--- src/rtl/ethernet_frame_unpadding_512.sv ---
// Strips Ethernet minimum-size padding from IPv4 frames on a 512-bit AXI-Stream path.
// Optional frame statistics counters are enabled with the ETH_UNPAD_STATS_EN macro.
module ethernet_frame_unpadding_512 #(
  parameter int STAT_WIDTH = 32
) (
  input  logic                  net_clk,
  input  logic                  sys_reset,
  input  logic                  s_axis_tvalid,
  output logic                  s_axis_tready,
  input  logic [511:0]          s_axis_tdata,
  input  logic [63:0]           s_axis_tkeep,
  input  logic                  s_axis_tlast,
  output logic                  m_axis_tvalid,
  input  logic                  m_axis_tready,
  output logic [511:0]          m_axis_tdata,
  output logic [63:0]           m_axis_tkeep,
  output logic                  m_axis_tlast
`ifdef ETH_UNPAD_STATS_EN
  ,
  output logic [STAT_WIDTH-1:0] stat_trimmed,
  output logic [STAT_WIDTH-1:0] stat_short,
  output logic [STAT_WIDTH-1:0] stat_passthru
`endif
);

  // state    | meaning
  // IDLE     | waiting for the first beat of a frame (header parse)
  // PASS     | forwarding a non-trimmable frame unchanged
  // TRIM     | IPv4 frame, R bytes still belong to the frame
  // DISCARD  | frame already closed, swallowing padding beats
  typedef enum logic [1:0] {ST_IDLE, ST_PASS, ST_TRIM, ST_DISCARD} state_t;

  state_t         r_state;
  logic [16:0]    r_rem;
  logic           r_m_tvalid;
  logic [511:0]   r_m_tdata;
  logic [63:0]    r_m_tkeep;
  logic           r_m_tlast;

  logic           w_accept;
  logic [15:0]    w_ethertype;
  logic [15:0]    w_ip_len;
  logic           w_hdr_trim;
  logic [16:0]    w_frame_len;
  logic           w_in_trim;
  logic [16:0]    w_rem;
  logic           w_fits;
  logic           w_cut;
  logic           w_emit;
  logic [63:0]    w_len_mask;
  logic [63:0]    w_out_keep;
  logic           w_out_last;
  logic [5:0]     w_last_idx;
  state_t         w_next_state;

  assign s_axis_tready = !sys_reset &&
                         ((r_state == ST_DISCARD) || m_axis_tready || !r_m_tvalid);
  assign w_accept      = s_axis_tvalid && s_axis_tready;

  assign w_ethertype = {s_axis_tdata[12*8 +: 8], s_axis_tdata[13*8 +: 8]};
  assign w_ip_len    = {s_axis_tdata[16*8 +: 8], s_axis_tdata[17*8 +: 8]};
  assign w_hdr_trim  = (w_ethertype == 16'h0800) && (w_ip_len >= 16'd20);
  assign w_frame_len = 17'd14 + {1'b0, w_ip_len};

  assign w_in_trim = (r_state == ST_IDLE) ? w_hdr_trim : (r_state == ST_TRIM);
  assign w_rem     = (r_state == ST_IDLE) ? w_frame_len : r_rem;
  assign w_fits    = (w_rem <= 17'd64);
  assign w_cut     = w_in_trim && w_fits;
  assign w_emit    = (r_state != ST_DISCARD);
  assign w_last_idx = w_rem[5:0] - 6'd1;

  always_comb begin
    w_len_mask = '0;
    for (int i = 0; i < 64; i++) begin
      w_len_mask[i] = (17'(i) < w_rem);
    end
  end

  // Cut only ever clears keep bits; data bytes always pass through untouched
  assign w_out_keep = w_cut ? (s_axis_tkeep & w_len_mask) : s_axis_tkeep;
  assign w_out_last = w_cut ? 1'b1 : s_axis_tlast;

  always_comb begin
    w_next_state = r_state;
    if (r_state == ST_DISCARD) begin
      w_next_state = s_axis_tlast ? ST_IDLE : ST_DISCARD;
    end else if (w_cut) begin
      w_next_state = s_axis_tlast ? ST_IDLE : ST_DISCARD;
    end else if (w_in_trim) begin
      w_next_state = s_axis_tlast ? ST_IDLE : ST_TRIM;
    end else begin
      w_next_state = s_axis_tlast ? ST_IDLE : ST_PASS;
    end
  end

  always_ff @(posedge net_clk) begin
    if (sys_reset) begin
      r_state    <= ST_IDLE;
      r_rem      <= '0;
      r_m_tvalid <= 1'b0;
      r_m_tdata  <= '0;
      r_m_tkeep  <= '0;
      r_m_tlast  <= 1'b0;
    end else begin
      if (m_axis_tready) begin
        r_m_tvalid <= 1'b0;
      end
      if (w_accept) begin
        r_state <= w_next_state;
        if (w_in_trim && !w_fits) begin
          r_rem <= w_rem - 17'd64;
        end
        if (w_emit) begin
          r_m_tvalid <= 1'b1;
          r_m_tdata  <= s_axis_tdata;
          r_m_tkeep  <= w_out_keep;
          r_m_tlast  <= w_out_last;
        end
      end
    end
  end

  assign m_axis_tvalid = r_m_tvalid;
  assign m_axis_tdata  = r_m_tdata;
  assign m_axis_tkeep  = r_m_tkeep;
  assign m_axis_tlast  = r_m_tlast;

`ifdef ETH_UNPAD_STATS_EN
  logic                  w_ev_trimmed;
  logic                  w_ev_short;
  logic                  w_ev_passthru;
  logic [STAT_WIDTH-1:0] r_stat_trimmed;
  logic [STAT_WIDTH-1:0] r_stat_short;
  logic [STAT_WIDTH-1:0] r_stat_passthru;

  // Exact fit (frame ends precisely at F) counts as neither trimmed nor short
  assign w_ev_trimmed  = w_accept && w_cut &&
                         (!s_axis_tlast || ((w_rem != 17'd64) && s_axis_tkeep[w_rem[5:0]]));
  assign w_ev_short    = w_accept && w_in_trim && s_axis_tlast &&
                         (!w_fits || !s_axis_tkeep[w_last_idx]);
  assign w_ev_passthru = w_accept && (r_state == ST_IDLE) && !w_hdr_trim;

  always_ff @(posedge net_clk) begin
    if (sys_reset) begin
      r_stat_trimmed  <= '0;
      r_stat_short    <= '0;
      r_stat_passthru <= '0;
    end else begin
      if (w_ev_trimmed && (r_stat_trimmed != '1)) begin
        r_stat_trimmed <= r_stat_trimmed + 1'b1;
      end
      if (w_ev_short && (r_stat_short != '1)) begin
        r_stat_short <= r_stat_short + 1'b1;
      end
      if (w_ev_passthru && (r_stat_passthru != '1)) begin
        r_stat_passthru <= r_stat_passthru + 1'b1;
      end
    end
  end

  assign stat_trimmed  = r_stat_trimmed;
  assign stat_short    = r_stat_short;
  assign stat_passthru = r_stat_passthru;
`endif

endmodule

--- config.mk ---
export PLATFORM = sky130hd
export DESIGN_NAME = ethernet_frame_unpadding_512
export DESIGN_NICKNAME = d
export VERILOG_FILES = /design/src/rtl/ethernet_frame_unpadding_512.sv
export SDC_FILE = /design/constraint.sdc
export NUM_CORES = 1
export LEC_CHECK = 0
export BUFFER_PORTS_ARGS = -buffer_cell sky130_fd_sc_hd__buf_2
export CORE_AREA = 4 4 453 455
export DETAILED_ROUTE_END_ITERATION = 8
export DIE_AREA = 0 0 457 459
export HOLD_SLACK_MARGIN = 0.05
export SLEW_MARGIN = 30
export SYNTH_ARGS = -nofsm -noshare
export SYNTH_HDL_FRONTEND = slang
export SYNTH_SLANG_ARGS = --single-unit
--- constraint.sdc ---
create_clock -name net_clk -period 7.2 [get_ports net_clk]
set_input_delay 1.44 -clock net_clk [delete_from_list [all_inputs] [get_ports net_clk]]
set_output_delay 1.44 -clock net_clk [all_outputs]
set_load 0.01 [all_outputs]
==> results of run 1 <==
==> synthesized netlist by cell type (11+ instances only) <==
cell type  count  area, um^2
nand3_1       21       105.1
nor2_1        54       202.7
a21oi_1      563        2818
a32o_1        21       210.2
nor4_1        11       68.82
o211ai_1      22       165.2
o21ai_0       25       125.1
clkbuf_1     194       728.2
nand2_1     1127        4230
dfxtp_1      597       11950
==> power by group <==
part	switching, W	internal [W]	total [W]
registers	0.000107	0.00346	0.00357
logic	0.000707	0.000360	0.00107
clock network	0.00169	0.00241	0.00411
==> stage by stage <==
stage / instances / util, % / setup WS (ns) / power (W) / cell area, um^2
6_report: 6637 / 16.54 / 2.897 / 0.008743 / 33290
5_1_grt: 6593 / 16.48 / 2.705 / 0.009095 / 33180
4_1_cts: 6582 / 16.45 / 2.705 / 0.008909 / 33110
3_5_place_dp: 6444 / 15.14 / 1.907 / 0.004721 / 30470
3_3_place_gp: 6444 / 15.13 / 1.903 / 0.004709 / 30460
2_1_floorplan: 2810 / - / 3.095 / 0.004063 / 21920
==> final cells by class <==
class | instances | area share (%)
clock inverters | 35 | 1.455
well taps | 2672 | 10.04
clock buffers | 103 | 6.476
multi-input cells | 1987 | 27.33
repair buffers | 1179 | 18.27
diodes | 54 | 0.4059
inverters | 10 | 0.1128
flip-flops and latches | 597 | 35.90
==> registers in the layout, indices dropped and copies added (netlist names) <==
name and cells:
m_axis_tdata 512, m_axis_tkeep 64, m_axis_tlast 1, m_axis_tvalid 1, r_rem 17, r_state 2
==> routing by layer <==
layer | global-route usage (%) | share of wire, % | up-vias
met5 | 0 | 0.45 | -
met4 | 6.513 | 4.5 | 122
met3 | 9.282 | 15 | 357
met2 | 24.03 | 44 | 1392
met1 | 16.34 | 36 | 11970
li1 | - | - | 11460
==> worst max-delay path, stage by stage <==
cell and delay, ns:
buf_2 0.21, inv_1 0.08, ha_1 0.23, nor2b_1 0.24, or3_4 0.44, or4_4 0.43
a21oi_2 0.24, and3_1 0.41, nand2_1 0.47, o21ai_0 0.54, o21ai_0 0.13
==> path summary, 6_finish.rpt <==
check / cells past startpoint / endpoint / from / slack (ns)
max reg2reg: 8 / r_rem[1]$_SDFFE_PP0P_ / r_state[1]$_SDFFE_PP0P_ / 3.51
min: 2 / m_axis_tdata[367]$_SDFFE_PP0P_ / m_axis_tdata[367]$_SDFFE_PP0P_ / 0.45
max: 11 / m_axis_tkeep[40]$_SDFFE_PP0P_ / s_axis_tdata[137] / 2.90
min reg2reg: 2 / m_axis_tdata[367]$_SDFFE_PP0P_ / m_axis_tdata[367]$_SDFFE_PP0P_ / 0.45
==> cells by family (layout without fill, tap and decap cells) <==
family                   count (synthesis)  count (layout)  synth area share, %
AND/OR/NAND/NOR                       1269            1269                22.81
AO/OA/AOI/OAI                          690             690                17.36
flip-flops                             597             597                54.52
buffers and inverters                  226            1327                4.064
XOR/XNOR                                13              13               0.5194
multiplexers                            12              12               0.5594
adder cells (fa/ha/maj)                  3               3               0.1713
other                                    0              54                    0
==> results.toml, run 1 <==
[synthesis]
synthFlopType = "dfxtp_1"
syn-cell-area_mm2 = 0.02192
synth_cells = 2810
ys_types = 68
async_reset_ff_share_pct = 0
syn-num-nets = 3394
yosysSeqAreaShare_pct = 54.52
synth_seq_cells = 597
avgSynthCellArea_um2 = 7.801
ys_warn_count = 0
synth-edff-count = 0

[die]
core_mm2 = 0.2013
die_w_um = 457
dieArea_mm2 = 0.2098
die_h_um = 459
std_cell_rows = 165
ios = 1160
initial_core_util_pct = 10.89

[grt]
grt_remaining_overflow = 0
grt_max_degree = 164
grt_pass1_vias = 24010
grt_pass1_wl_mm = 217.5
grt_use_total_pct = 15.23
grt_antenna_before_repair = 185

[timing]
whs_ns = 0.4505
layout_min_cycle_time_ns = 4.303
hold_violations = 0
worstMarginPinSlew_ns = 0.9639
setup_tns_ns = 0
finClkSkew_ns = 0.04820
max_freq_mhz = 232.4
finalCritPeriodShare_pct = 59.77
drv_slew = 0
report.final.setup_viol = 0
max_slew_margin_pct = 35.74
rsz0062_at_grt = "no"

[final_layout]
drive_gt1_share_pct = 33.85
register_area_mm2 = 0.01195
areaGrowthSynthToFinish_pct = 51.87
fin_nets = 4436
final_cell_mix = "buf_2 (1158), nand2_1 (1127), dfxtp_1 (597)"
multiInputGateArea_mm2 = 0.009100
layout_commonest_cell = "buf_2"
fillers = 23030

[route]
vias = 25300
wl_per_cell_um = 25.26
drt_iter0_drc = 1995
viasPerCell = 3.812
first_pass_iters = 6
drc = 0
drt_wl_total_mm = 167.6
postRouteAntennaNets = 0

[critical_path]
critPathLaunchType = "input pin"
critical_path_class = "input pin to flop"
end_kind = "flop"
arrival_ns = 4.87
required_ns = 7.76
crit_fanout = 13

[pwr]
vdd_drop_max_v = 0.0001653
p_per_area_mw_per_mm2 = 262.6
leakage_nw = 14.24

[cts]
cts_root_buf = "clkbuf_16"
clock_latency_ns = 0.70
clkTransAtPathRegs_ns = 0.06
cts_resized = 0
cts_tree = "built"
h-tree-depth = 3
cts_hold_buf = 0
cts_setup_buffers = 0
cts_buffers = 77
clockBufferDepth = 3
numClockSinks = 597

[job]
maxCapViolCount = 0

[hold_path]
holdCritPathClass = "flop to flop"

[placed_design]
io_buffers = 1159
dp_hpwl_mm = 140.4
gp_congestion = 0.9368

[outcome]
status = "complete, no violations"
(Power assumes the default switching activity.)
==> run 2, diff against run 1 <==
--- a/config.mk
+++ b/config.mk
@@ -5,10 +5,11 @@
 export SDC_FILE = /design/constraint.sdc
 export NUM_CORES = 1
 export LEC_CHECK = 0
+export ABC_AREA = 1
 export BUFFER_PORTS_ARGS = -buffer_cell sky130_fd_sc_hd__buf_2
-export CORE_AREA = 4 4 453 455
+export CORE_AREA = 4 4 450 452
 export DETAILED_ROUTE_END_ITERATION = 8
-export DIE_AREA = 0 0 457 459
+export DIE_AREA = 0 0 454 456
 export HOLD_SLACK_MARGIN = 0.05
 export SLEW_MARGIN = 30
 export SYNTH_ARGS = -nofsm -noshare
==> constraint.sdc (replaced) <==
create_clock -name net_clk -period 4.1 [get_ports net_clk]
set_input_delay 0.82 -clock net_clk [delete_from_list [all_inputs] [get_ports net_clk]]
set_output_delay 0.82 -clock net_clk [all_outputs]
set_load 0.01 [all_outputs]
==> run 2 against run 1 <==
  * Global-route usage rose by 2.8 points
  * Critical endpoint is now m_axis_tkeep[55]$_SDFFE_PP0P_
  * Synthesized cell count is 9.5% higher
  * Highest routed layer unchanged
  * Die area shrank 1.3%
==> results.toml, run 2 <==
[placed_design]
pre_cts_slack_ns = 0.04815
io_buffers = 1159
dp_hpwl_mm = 164.7
gp_congestion = 0.9791

[final_layout]
areaGrowthSynthToFinish_pct = 52.29
final_cell_mix = "nand2_1 (1249), buf_2 (1158), dfxtp_1 (597)"
layout_commonest_cell = "nand2_1"
largest_reg_flops = 512
fin_nets = 4747
drive_gt1_share_pct = 33.45

[cts]
cts_tree = "built"
clockBufferDepth = 3
cts_setup_buffers = 0
cts_root_buf = "clkbuf_16"
clkTransAtPathRegs_ns = 0.06
clock_latency_ns = 0.69
cts_resized = 0
h-tree-depth = 3
numClockSinks = 597
cts_hold_buf = 0
cts_buffers = 81

[job]
maxCapViolCount = 0

[synthesis]
synthSimpleGateAreaFrac_pct = 26.80
netlist_top_cells_count = "nand2_1 (1250), dfxtp_1 (597), a21oi_1 (595), clkbuf_1 (133), nor2_1 (95)"
synth-edff-count = 0
ys_top_cells_by_area = "dfxtp_1 (52%), nand2_1 (21%), a21oi_1 (13%), clkbuf_1 (2.2%), nand3_1 (1.9%)"
yosysSeqAreaShare_pct = 52.23
synth_seq_cells = 597
yosysTopAreaCell = "dfxtp_1"
async_reset_ff_share_pct = 0
ys_types = 41
synth_top_area_share_pct = 52.23
synthFlopType = "dfxtp_1"
ys_warn_count = 0
syn-num-nets = 3660
yosysMostFrequentCell = "nand2_1"
synth_compound_area_share_pct = 15.00
synth_mux_area_share_pct = 0
synth_top_family_by_area = "simple AND/OR/NAND/NOR gates"
avgSynthCellArea_um2 = 7.440
synth_xor_area_share_pct = 0.3445
synth_cells = 3076
syn-cell-area_mm2 = 0.02288
synth_fa_ha_area_share_pct = 0.1640

[grt]
grt_remaining_overflow = 0
grt_max_degree = 167
grt_pass1_vias = 25130
grt_use_total_pct = 17.99
grt_pass1_wl_mm = 247.6
grt_antenna_before_repair = 263

[timing]
drv_slew = 0
finClkSkew_ns = 0.02741
report.final.setup_viol = 0
finalCritPeriodShare_pct = 78.16
worstMarginPinSlew_ns = 0.9843
rsz0062_at_grt = "no"
max_slew_margin_pct = 34.38
hold_violations = 0
fin_ws_ns = 0.8953
max_freq_mhz = 312.0
layout_min_cycle_time_ns = 3.205
setup_tns_ns = 0

[route]
wl_per_cell_um = 27.88
postRouteAntennaNets = 0
vias = 26770
drt_wl_total_mm = 193.9
drc = 0
viasPerCell = 3.848
first_pass_iters = 5
drt_iter0_drc = 2356

[die]
die_h_um = 456
initial_core_util_pct = 11.51
std_cell_rows = 164
core_mm2 = 0.1988
ios = 1160
dieArea_mm2 = 0.2070
die_w_um = 454

[pwr]
leakage_nw = 15.28
vdd_drop_max_v = 0.0002481
p_per_area_mw_per_mm2 = 466.3

[critical_path]
critical_path_class = "input pin to flop"
required_ns = 4.64
end_kind = "flop"
slowest_delay_ns = 0.51
crit_fanout = 22
critPathLaunchType = "input pin"
path_cells = "buf_2, inv_1, nand2_1, nor3_2, nand3_1, nor2_1, nand2_1, a21oi_4, buf_4, buf_4, nand2_1, inv_2, nand2_1, nand3_1, a21oi_1"
cp_common_cell = "nand2_1"
cp_slowest_cell = "nor3_2"
arrival_ns = 3.74
cpLargestDelayFamily = "simple AND/OR/NAND/NOR gates"
path_buf_inv = 5

[outcome]
status = "complete, no violations"

[hold_path]
holdCritPathClass = "input pin to flop"
==> run 2: report_power, final <==
group	total, W	internal, W	switching (W)
clock network	0.00801	0.00485	0.00316
logic	0.00201	0.000670	0.00134
registers	0.00623	0.00608	0.000149
total	0.0162	0.0116	0.00465
==> run 2: per-stage QoR <==
| step | hold WS, ns | std cells | instance area [um^2] | util (%) | power, W |
|---|---|---|---|---|---|
| floorplan | 0.4297 | 3076 | 22880 | - | 0.007193 |
| global placement | 0.4485 | 6736 | 31690 | 15.94 | 0.008394 |
| detailed placement | 0.4498 | 6736 | 31700 | 15.94 | 0.008405 |
| CTS | 0.2549 | 6886 | 34670 | 17.44 | 0.01661 |
| global route | 0.3120 | 6907 | 34730 | 17.47 | 0.01694 |
| finish | 0.3579 | 6955 | 34850 | 17.53 | 0.01625 |
==> run 2: final timing paths <==
check                          startpoint                        endpoint  slack, ns  cells past startpoint
setup / recovery         s_axis_tdata[98]   m_axis_tkeep[55]$_SDFFE_PP0P_       0.90                     15
hold / removal          s_axis_tdata[286]  m_axis_tdata[286]$_SDFFE_PP0P_       0.36                      3
setup reg to reg  r_state[0]$_SDFFE_PP0P_   m_axis_tkeep[40]$_SDFFE_PP0P_       1.17                     13
hold reg to reg     r_rem[3]$_SDFFE_PP0P_           r_rem[3]$_SDFFE_PP0P_       0.46                      2
==> run 2: metal layers <==
metal	track usage, %	up-vias	part of all wire, %
met5	0	-	0.33
met3	7.965	453	11
li1	-	12190	-
met2	32.62	1358	52
met1	18.37	12660	34
met4	5.674	96	3.1
==> run 2: cells by family after synthesis <==
family,after synthesis
simple gates,1504
fa+ha+maj,3
flops,597
buf+inv,301
xor+xnor,9
compound gates,662
==> run 2: area by class of cell <==
cell class | instances | area (um^2)
multi-input cells | 2178 | 9704
inverters | 95 | 364.1
clock buffers | 109 | 2333
well taps | 2656 | 3323
clock inverters | 41 | 640.6
fillers | 22860 | 164000
repair buffers | 1210 | 6360
diodes | 69 | 172.7
flip-flops and latches | 597 | 11950
==> run 2: worst reg2reg max path, delay by kind of cell, from the launching register on <==
family | cells | cell delay [ns]
buffers and inverters | 1 | 0.28
DFF | 1 | 0.37
AOI/OAI and AO/OA | 3 | 0.50
and+or+nand+nor | 9 | 1.63
